===== src/rtl/sevenseg_pkg.sv =====
// Shared types for the seven-segment capture monitor: glyph table, FSM states
// and the segment-to-hex decoder.
package sevenseg_pkg;

  typedef logic [6:0] seg_t;

  // Active-high segment patterns, bit order {g,f,e,d,c,b,a}
  localparam seg_t GLYPH_0 = 7'h3F;
  localparam seg_t GLYPH_1 = 7'h06;
  localparam seg_t GLYPH_2 = 7'h5B;
  localparam seg_t GLYPH_3 = 7'h4F;
  localparam seg_t GLYPH_4 = 7'h66;
  localparam seg_t GLYPH_5 = 7'h6D;
  localparam seg_t GLYPH_6 = 7'h7D;
  localparam seg_t GLYPH_7 = 7'h07;
  localparam seg_t GLYPH_8 = 7'h7F;
  localparam seg_t GLYPH_9 = 7'h6F;
  localparam seg_t GLYPH_A = 7'h77;
  localparam seg_t GLYPH_B = 7'h7C;
  localparam seg_t GLYPH_C = 7'h39;
  localparam seg_t GLYPH_D = 7'h5E;
  localparam seg_t GLYPH_E = 7'h79;
  localparam seg_t GLYPH_F = 7'h71;

  typedef enum logic [1:0] {IDLE, SETTLE, CAPTURE, HOLD} state_t;

  // Returns {valid, nibble}; anything that is not one of the 16 glyphs is {0, 0}
  function automatic logic [4:0] seg_to_hex(input seg_t seg);
    case (seg)
      GLYPH_0: return 5'h10;
      GLYPH_1: return 5'h11;
      GLYPH_2: return 5'h12;
      GLYPH_3: return 5'h13;
      GLYPH_4: return 5'h14;
      GLYPH_5: return 5'h15;
      GLYPH_6: return 5'h16;
      GLYPH_7: return 5'h17;
      GLYPH_8: return 5'h18;
      GLYPH_9: return 5'h19;
      GLYPH_A: return 5'h1A;
      GLYPH_B: return 5'h1B;
      GLYPH_C: return 5'h1C;
      GLYPH_D: return 5'h1D;
      GLYPH_E: return 5'h1E;
      GLYPH_F: return 5'h1F;
      default: return 5'h00;
    endcase
  endfunction

endpackage


===== src/rtl/seg_sync.sv =====
// Two-flop synchronizer for the asynchronous scan lines; the reset value lets
// the lines power up looking idle rather than looking like every anode is low.
module seg_sync #(
  parameter int WIDTH = 16,
  parameter logic [WIDTH-1:0] RESET_VAL = '0
) (
  input  logic             clk,
  input  logic             rst_n,
  input  logic [WIDTH-1:0] raw,
  output logic [WIDTH-1:0] synced
);

  logic [WIDTH-1:0] meta;

  always_ff @(posedge clk or negedge rst_n) begin
    if (!rst_n) begin
      meta   <= RESET_VAL;
      synced <= RESET_VAL;
    end else begin
      meta   <= raw;
      synced <= meta;
    end
  end

endmodule


===== src/rtl/sevenseg_capture.sv =====
// Rebuilds the eight displayed characters from the multiplexed anode/cathode/dp
// scan lines and reports frame completion, anode conflicts and a stale display.
module sevenseg_capture
  import sevenseg_pkg::*;
#(
  parameter int         SETTLE_CYCLES = 4,
  parameter int         STALE_CYCLES  = 1000000,
  parameter logic [7:0] DIGIT_MASK    = 8'hFF
) (
  input  logic        clk,
  input  logic        rst_n,
  input  logic [7:0]  anode,
  input  logic [6:0]  cathode,
  input  logic        dp,
  output logic [31:0] digits,
  output logic [7:0]  digit_valid,
  output logic [55:0] seg_raw,
  output logic [7:0]  dp_out,
  output logic        frame_done,
  output logic        multi_anode,
  output logic        stale
);

  localparam logic [15:0] IDLE_LINES  = 16'hFFFF;
  localparam logic [7:0]  SETTLE_MAX  = 8'(SETTLE_CYCLES);
  localparam logic [31:0] STALE_LIMIT = 32'(STALE_CYCLES);

  logic [15:0] lines;
  logic [15:0] prev_lines;
  logic [7:0]  active;
  seg_t        cath_s;
  logic        dp_s;
  logic        changed;
  logic [7:0]  settle_cnt;
  logic [7:0]  settle_next;
  logic        settled;
  logic [23:0] stale_cnt;
  logic [7:0]  seen;
  logic [7:0]  seen_set;
  logic        frame_hit;
  logic [2:0]  digit_idx;
  logic [4:0]  decoded;
  logic        capture;
  logic        flag_multi;
  state_t      state;
  state_t      state_next;

  seg_sync #(
    .WIDTH    (16),
    .RESET_VAL(IDLE_LINES)
  ) u_sync (
    .clk   (clk),
    .rst_n (rst_n),
    .raw   ({anode, cathode, dp}),
    .synced(lines)
  );

  assign active  = ~lines[15:8];
  assign cath_s  = lines[7:1];
  assign dp_s    = lines[0];
  assign changed = (lines != prev_lines);
  assign decoded = seg_to_hex(~cath_s);

  always_comb begin
    settle_next = settle_cnt;
    if (changed)
      settle_next = '0;
    else if (settle_cnt != SETTLE_MAX)
      settle_next = settle_cnt + 8'd1;
  end

  // Deciding on the count this cycle reaches keeps capture at 2 + SETTLE + 1 cycles
  assign settled = (settle_next == SETTLE_MAX);

  always_comb begin
    digit_idx = '0;
    for (int i = 0; i < 8; i++)
      if (active[i]) digit_idx = 3'(i);
  end

  always_comb begin
    state_next = state;
    capture    = 1'b0;
    flag_multi = 1'b0;
    case (state)
      IDLE:
        if (active != 8'h00) state_next = SETTLE;
      SETTLE:
        if (settled) begin
          if (active == 8'h00) begin
            state_next = IDLE;
          end else if ($onehot(active)) begin
            state_next = CAPTURE;
            capture    = 1'b1;
          end else begin
            state_next = HOLD;
            flag_multi = 1'b1;
          end
        end
      CAPTURE, HOLD:
        if (changed)
          state_next = (active == 8'h00) ? IDLE : SETTLE;
        else
          state_next = HOLD;
      default:
        state_next = IDLE;
    endcase
  end

  // The completing capture's bit is absorbed by the clear, never carried over
  assign seen_set  = seen | (capture ? (8'b1 << digit_idx) : 8'b0);
  assign frame_hit = ((seen_set & DIGIT_MASK) == DIGIT_MASK);

  always_ff @(posedge clk or negedge rst_n) begin
    if (!rst_n) begin
      state       <= IDLE;
      prev_lines  <= IDLE_LINES;
      settle_cnt  <= '0;
      stale_cnt   <= '0;
      seen        <= '0;
      frame_done  <= 1'b0;
      multi_anode <= 1'b0;
    end else begin
      state      <= state_next;
      prev_lines <= lines;
      settle_cnt <= settle_next;
      seen       <= frame_hit ? 8'b0 : seen_set;
      frame_done <= frame_hit;
      if (capture)
        stale_cnt <= '0;
      else if (stale_cnt != '1)
        stale_cnt <= stale_cnt + 24'd1;
      if (flag_multi)
        multi_anode <= 1'b1;
    end
  end

  // Digit registers load on the edge that enters CAPTURE
  always_ff @(posedge clk or negedge rst_n) begin
    if (!rst_n) begin
      digits      <= '0;
      digit_valid <= '0;
      seg_raw     <= '0;
      dp_out      <= '0;
    end else if (capture) begin
      seg_raw[digit_idx*7 +: 7]   <= ~cath_s;
      dp_out[digit_idx]           <= ~dp_s;
      digits[digit_idx*4 +: 4]    <= decoded[3:0];
      digit_valid[digit_idx]      <= decoded[4];
    end
  end

  assign stale = ({8'd0, stale_cnt} >= STALE_LIMIT);

endmodule

===== config.mk =====
export PLATFORM = sky130hd
export DESIGN_NAME = sevenseg_capture
export DESIGN_NICKNAME = d
export VERILOG_FILES = /design/src/rtl/sevenseg_pkg.sv /design/src/rtl/seg_sync.sv /design/src/rtl/sevenseg_capture.sv
export SDC_FILE = /design/constraint.sdc
export NUM_CORES = 1
export LEC_CHECK = 0
export CORE_MARGIN = 4
export CORE_UTILIZATION = 33
export DETAILED_ROUTE_END_ITERATION = 12
export GPL_ROUTABILITY_DRIVEN = 0
export PLACE_DENSITY = 0.53
export SLEW_MARGIN = 15
export SYNTH_ARGS = -nofsm -noshare
export SYNTH_HDL_FRONTEND = slang
export SYNTH_SLANG_ARGS = --single-unit

===== constraint.sdc =====
create_clock -name clk -period 6.1 [get_ports clk]
set_input_delay 0.915 -clock clk [delete_from_list [all_inputs] [get_ports clk]]
set_output_delay 0.915 -clock clk [all_outputs]
set_load 0.005 [all_outputs]

After elaboration in Yosys (flattened, before gate mapping)

Index checks and enable logic that the tools add are counted.

Memory bits (read-only): 0
Bits in latches: 0
Output and inout bits: 107
RAM bits: 0
Input bits: 18
Logic and storage cells: 106
Memories kept: 0
Bits in registers: 196

Add/subtract/negate cells: 11
Shifts and indexed selects: 5
Multiplexer cells: 35
$mul: 1
Eq/ne operators: 27
Reductions and logical operators: 7
Divide/modulo/power cells: 0
Bitwise operators: 4
Order comparisons: 3

Operators with widths:

| cell                      | number |
|---|---|
| $eq A7 B7 Y1 const B      | 12 |
| $pmux W5 S16              | 1 |
| $bwmux W56                | 1 |
| $shift A7 B34 Y56 const A | 1 |
| $shiftx A7 B34 Y56        | 1 |
| $mux W24                  | 2 |
| $neg A5 Y34               | 1 |
| $neg A6 Y34               | 1 |
| $shift A4 B34 Y32 const A | 1 |
| $shiftx A4 B34 Y32        | 1 |
| $bwmux W32                | 1 |
| $mux W8                   | 4 |
| $add A24 B1 Y24 const B   | 1 |
| $ge A24 B20 Y1 const B    | 1 |
| $ne A24 B24 Y1 const B    | 1 |
| $mux W3                   | 6 |
| $bwmux W8                 | 2 |
| $ne A16 B16 Y1            | 1 |
| $eq A7 B3 Y1 const B      | 2 |
| $eq A7 B6 Y1 const B      | 2 |
| $mux W1                   | 12 |
| $add A1 B1 Y2             | 4 |
| $add A8 B1 Y8 const B     | 1 |
| $eq A8 B3 Y1 const B      | 1 |
| 26 further kinds          | 32 |

Depth between registers and ports, before layout

Word-level depth: 13
Mapped depth: 15
Mapped depth without buffers: 13

By module

Synthesis repeated with hierarchy kept, for this count alone.

Cells, all modules: 775
Area, all modules: 8425.6 sq um

Modules (own cells, without submodules):

| module           | sequential area each (sq um) | cells each | times used | area each (sq um) |
|---|---|---|---|---|
| sevenseg_capture | 4124.0                       | 743        | 1          | 7584.8 |
| seg_sync         | 840.8                        | 32         | 1          | 840.8 |

Least setup slack after synthesis

No wires, ideal clock.

Kind: flip-flop to flip-flop
Start: register u_sync.synced[11]
End: register digit_valid[2]
Library setup time: 0.125 ns
Data required time: 5.975 ns
Path slack: 1.754 ns
Stages on the path, launching flop included: 15
Buffers on the path: 1
Arrival time: 4.221 ns
Clock period less this slack: 4.346 ns
Path through: dfstp_2 -> fa_1 -> inv_1 -> fa_1 -> fa_1 -> ha_1 -> inv_1 -> fa_1 -> a2111oi_0 -> o211ai_1 -> nor4_4 -> buf_4 -> nand2_2 -> nor3_2 -> mux2_2

Longest elaborated chain between the ends: 11
Elaborated cells on any way between the ends: 24
Those cells by class: 3 x add/sub; 2 x order compare; 3 x eq/ne; 13 x mux; 1 x bitwise; 2 x reduce/logical

RTL lines:

| element                                                                | RTL line                | text |
|---|---|---|
| start, declared                                                        | seg_sync.sv:10          | `output logic [WIDTH-1:0] synced` |
| start signal, assigned                                                 | seg_sync.sv:21          | `synced <= meta;` |
| parallel branches: the longest is 11 deep, another holds $add A3 B3 Y4 | --                      |  |
| end signal, assigned by index                                          | sevenseg_capture.sv:149 | `digit_valid[digit_idx] <= decoded[4];` |
| end, declared                                                          | sevenseg_capture.sv:16  | `output logic [7:0] digit_valid,` |

Several ways; the timed one is not identified.
A chain may end at the register's enable or synchronous reset.

Worst setup path after layout

Start: register u_sync.synced[11]
End: register digits[22]

Longest elaborated chain between the ends: 9
Elaborated cells on any way between the ends: 22
Those cells by class: 4 x add/sub; 3 x eq/ne; 2 x shift; 11 x mux; 1 x bitwise; 1 x reduce/logical

RTL lines:

| element                                                               | RTL line                                        | text |
|---|---|---|
| $not A8 Y8                                                            | sevenseg_capture.sv:58                          | `assign active = ~lines[15:8];` |
| $add A1 B1 Y2 (implied by the code) / $mux W3 (equally long branches) | sevenseg_capture.sv:92, sevenseg_capture.sv:78  |  |
| $add A2 B2 Y3 (implied by the code) / $mux W3 (equally long branches) | sevenseg_capture.sv:92, sevenseg_capture.sv:78  |  |
| $add A3 B3 Y4 (implied by the code) / $mux W3 (equally long branches) | sevenseg_capture.sv:92, sevenseg_capture.sv:78  |  |
| $eq A4 B1 Y1 / $mux W3 (equally long branches)                        | sevenseg_capture.sv:92, sevenseg_capture.sv:78  |  |
| $mux W1 / $mux W3 (equally long branches)                             | sevenseg_capture.sv:92, sevenseg_capture.sv:78  |  |
| $mux W1 / $neg A5 Y34 (equally long branches)                         | sevenseg_capture.sv:90, sevenseg_capture.sv:148 |  |
| $mux W1 (tied with other cells)                                       | sevenseg_capture.sv:89                          | `if (settled) begin` |
| $mux W1 / $bwmux W32 (equally long branches)                          | sevenseg_capture.sv:85, sevenseg_capture.sv:148 |  |
| end signal, assigned by index                                         | sevenseg_capture.sv:148                         | `digits[digit_idx*4 +: 4] <= decoded[3:0];` |
| end, declared                                                         | sevenseg_capture.sv:15                          | `output logic [31:0] digits,` |

Several ways; a longest one is shown, not always the timed one.

==> impl_metrics.toml <==
[pwr]
power.leakage_nw = 4.44
clkPwrFrac_pct = 42.5
power_frac_comb_pct = 5.1
ir_drop_v = 0.000174
p_sw_share_pct = 24.7
internal_power_w = 0.00195
power_density_nw_per_um2 = 245
p_total_w = 0.00259
power.share.sequential_pct = 52.4
p_sw_w = 0.000639

[floorplan]
die_h_um = 168
die_w_um = 168
core_um2 = 25200
ios = 125
num_rows = 58
start_util_pct = 33.5
fp.dieArea_um2 = 28200

[logic_synthesis]
ys_async_sr_fraction_pct = 100
synth_seq_area_share_pct = 58.8
synthFlopType = "dfrtp_1"
syn_area_um2 = 8440
syn_avg_cell_area_um2 = 11.1
yosys_warnings = 0
syn_inst = 761
ys_types = 59
ys_seq_elements = 196
synth_nets = 797
synth_edf_count = 0

[grt]
grt_pass1_vias = 5982
grt_usage_pct = 14.9
grt_max_degree = 113
overflow = 0
grt_pass1_wl_um = 33700
antenna_found_initial = 0

[clock_network]
cts_made_buffers = 17
root_buffer = "clkbuf_16"
cts_buffer_depth = 2
ctsResizeCount = 0
cts_tree = "built"
insertion_delay_ns = 0.43
numClockSinks = 196
hold_buffers = 0
postCtsSetupBuffers = 0
clk_pin_slew_ns = 0.08
cts_max_level = 4

[worst_setup_path]
regToRegSetupSlack_ns = 1.07
critPathBufInv = 3
crit_cells = 14
cp_slowest_cell = "dfstp_2"
path_cells = "fa_1, inv_1, fa_1, fa_1, ha_1, inv_1, fa_1, a2111oi_0, o211ai_1, nor4_4, buf_4, nand3_2, nor4b_4, mux2_2"
crit_family = "adder cells"
arrival_ns = 5.34
rr_worst_depth = 14
cpPeakStageDelay_ns = 0.61
critPathCaptureType = "flip-flop"
r2r-end = "digits[22]"
r2r_start = "u_sync.synced[11]"
crit_start = "u_sync.synced[11]"
cp_max_fo = 23
worstSetupPathType = "reg2reg"
crit_path_start_kind = "flip-flop"
cpMostUsedCell = "fa_1"
endpoint = "digits[22]"
worstPathRequired_ns = 6.41

[sta]
drv_slew = 0
rsz0062_at_grt = "false"
timing.hold.ws_ns = 0.356
fmaxAchievable_ghz = 0.199
setup_viol = 0
setup_tns_ns = 0
fin_crit_ns = 5.03
worst_slew_margin_rel_pct = 40.3
fin_skew_ns = 0.0127
hold_violations = 0
worst_slew_pin_slew_ns = 0.896
finalCritPeriodShare_pct = 82.5

[placement]
dpl.hpwl_um = 14300
place.port_buffers = 124
place_area_um2 = 9990

[status]
outcome = "finished clean"

[finish]
final_area_um2 = 10600
fillerInstances = 2403
finalNetCount = 908
post-route-util_pct = 42.0
drive_gt1_share_pct = 14.9
syn2layout_area_growth_pct = 25.3

[min_path]
hold_path_class = "reg2reg"
hold_path_depth = 0

[detailed_routing]
totalWireLength_um = 20800
drt_iter0_markers = 344
drc = 0
viasPerCell = 4.95
drt-pass1-iter-count = 7
wl_per_cell_um = 17.1
num_vias = 6022
ant_nets = 0

[flow_run]
drv_cap = 0
==> cells in the final DEF (no fill, tap or decap), drive strengths merged, types with 11 or more instances in the layout <==
cell           count
a21oi             19
clkbuf            22
clkdlybuf4s50    123
dfrtp            148
dfstp             48
ha                14
inv               37
mux2              28
nand2             55
nand3             24
nand4             16
nor2              53
nor3              11
o21ai            125
xor2              33
==> power by group through the flow <==
stage	combinational [W]	clock, W	sequential [W]
2_1_floorplan	0.0000839	0	0.00136
3_3_place_gp	0.000132	0	0.00138
3_5_place_dp	0.000133	0	0.00138
4_1_cts	0.000134	0.00114	0.00136
5_1_grt	0.000152	0.00119	0.00136
6_report	0.000132	0.00110	0.00136
==> per-layer routing <==
metal	track usage (%)	up-vias	wire (um)
met3	2.82	16	834
li1	-	2881	-
met1	20.9	2994	9860
met2	23.7	131	9740
met4	4.52	0	323
met5	0	-	0
==> cell families after synthesis <==
logic type,after synthesis,synth area share (%)
xor+xnor,42,4.36
flops,196,58.8
fa+ha+maj,18,3.02
mux,35,4.57
compound gates,181,11.9
simple gates,221,14.2
buf+inv,68,3.10
==> cell usage after synthesis (all sizes together) (5+ instances only) <==
cell type,n,area [um2]
ha,14,175
and2,7,43.8
xnor2,9,78.8
inv,31,116
nor3,11,75.1
mux2i,7,70.1
xor2,33,289
nor2b,7,43.8
nand4,16,106
or2,10,62.6
mux2,28,315
a21oi,19,95.1
nand2,55,209
a31oi,9,56.3
nor2,53,201
nor4,10,92.6
dfrtp,148,3700
clkbuf,33,124
and3,5,31.3
o21ai,125,626
dfstp,48,1260
nand3,24,125
==> cell type report <==
cell class | instances | area [um2] | area share [%]
Timing Repair Buffer | 129 | 1280 | 12.1
Multi-Input combinational cell | 497 | 3210 | 30.4
Antenna cell | 1 | 2.50 | 0.0237
Clock buffer | 21 | 472 | 4.46
Inverter | 31 | 116 | 1.10
Tap cell | 330 | 413 | 3.90
Clock inverter | 11 | 111 | 1.05
Sequential cell | 196 | 4960 | 46.9
==> sequential cells by signal (all words and copies together) (netlist names), 16 cells and up <==
| name | flops |
|---|---|
| u_sync.meta | 16 |
| digits | 32 |
| seg_raw | 56 |
| u_sync.synced | 16 |
| prev_lines | 16 |
| stale_cnt | 24 |
==> metrics by stage <==
| stage | worst slack [ns] | std cells |
|---|---|---|
| 2_1_floorplan | 1.75 | 761 |
| 3_3_place_gp | 1.16 | 1183 |
| 3_5_place_dp | 1.11 | 1183 |
| 4_1_cts | 1.09 | 1215 |
| 5_1_grt | 0.698 | 1215 |
| 6_report | 1.07 | 1216 |
==> how the worst min path moves through the flow <==
stage | end | from | slack [ns]
2_1_floorplan | u_sync.synced[0] | u_sync.meta[0] | 0.35
3_3_place_gp | u_sync.synced[6] | u_sync.meta[6] | 0.35
3_5_place_dp | u_sync.synced[12] | u_sync.meta[12] | 0.35
4_1_cts | u_sync.synced[5] | u_sync.meta[5] | 0.36
5_1_grt | u_sync.synced[10] | u_sync.meta[10] | 0.36
6_report | u_sync.synced[14] | u_sync.meta[14] | 0.36
Power figures use the tool's default switching activity.
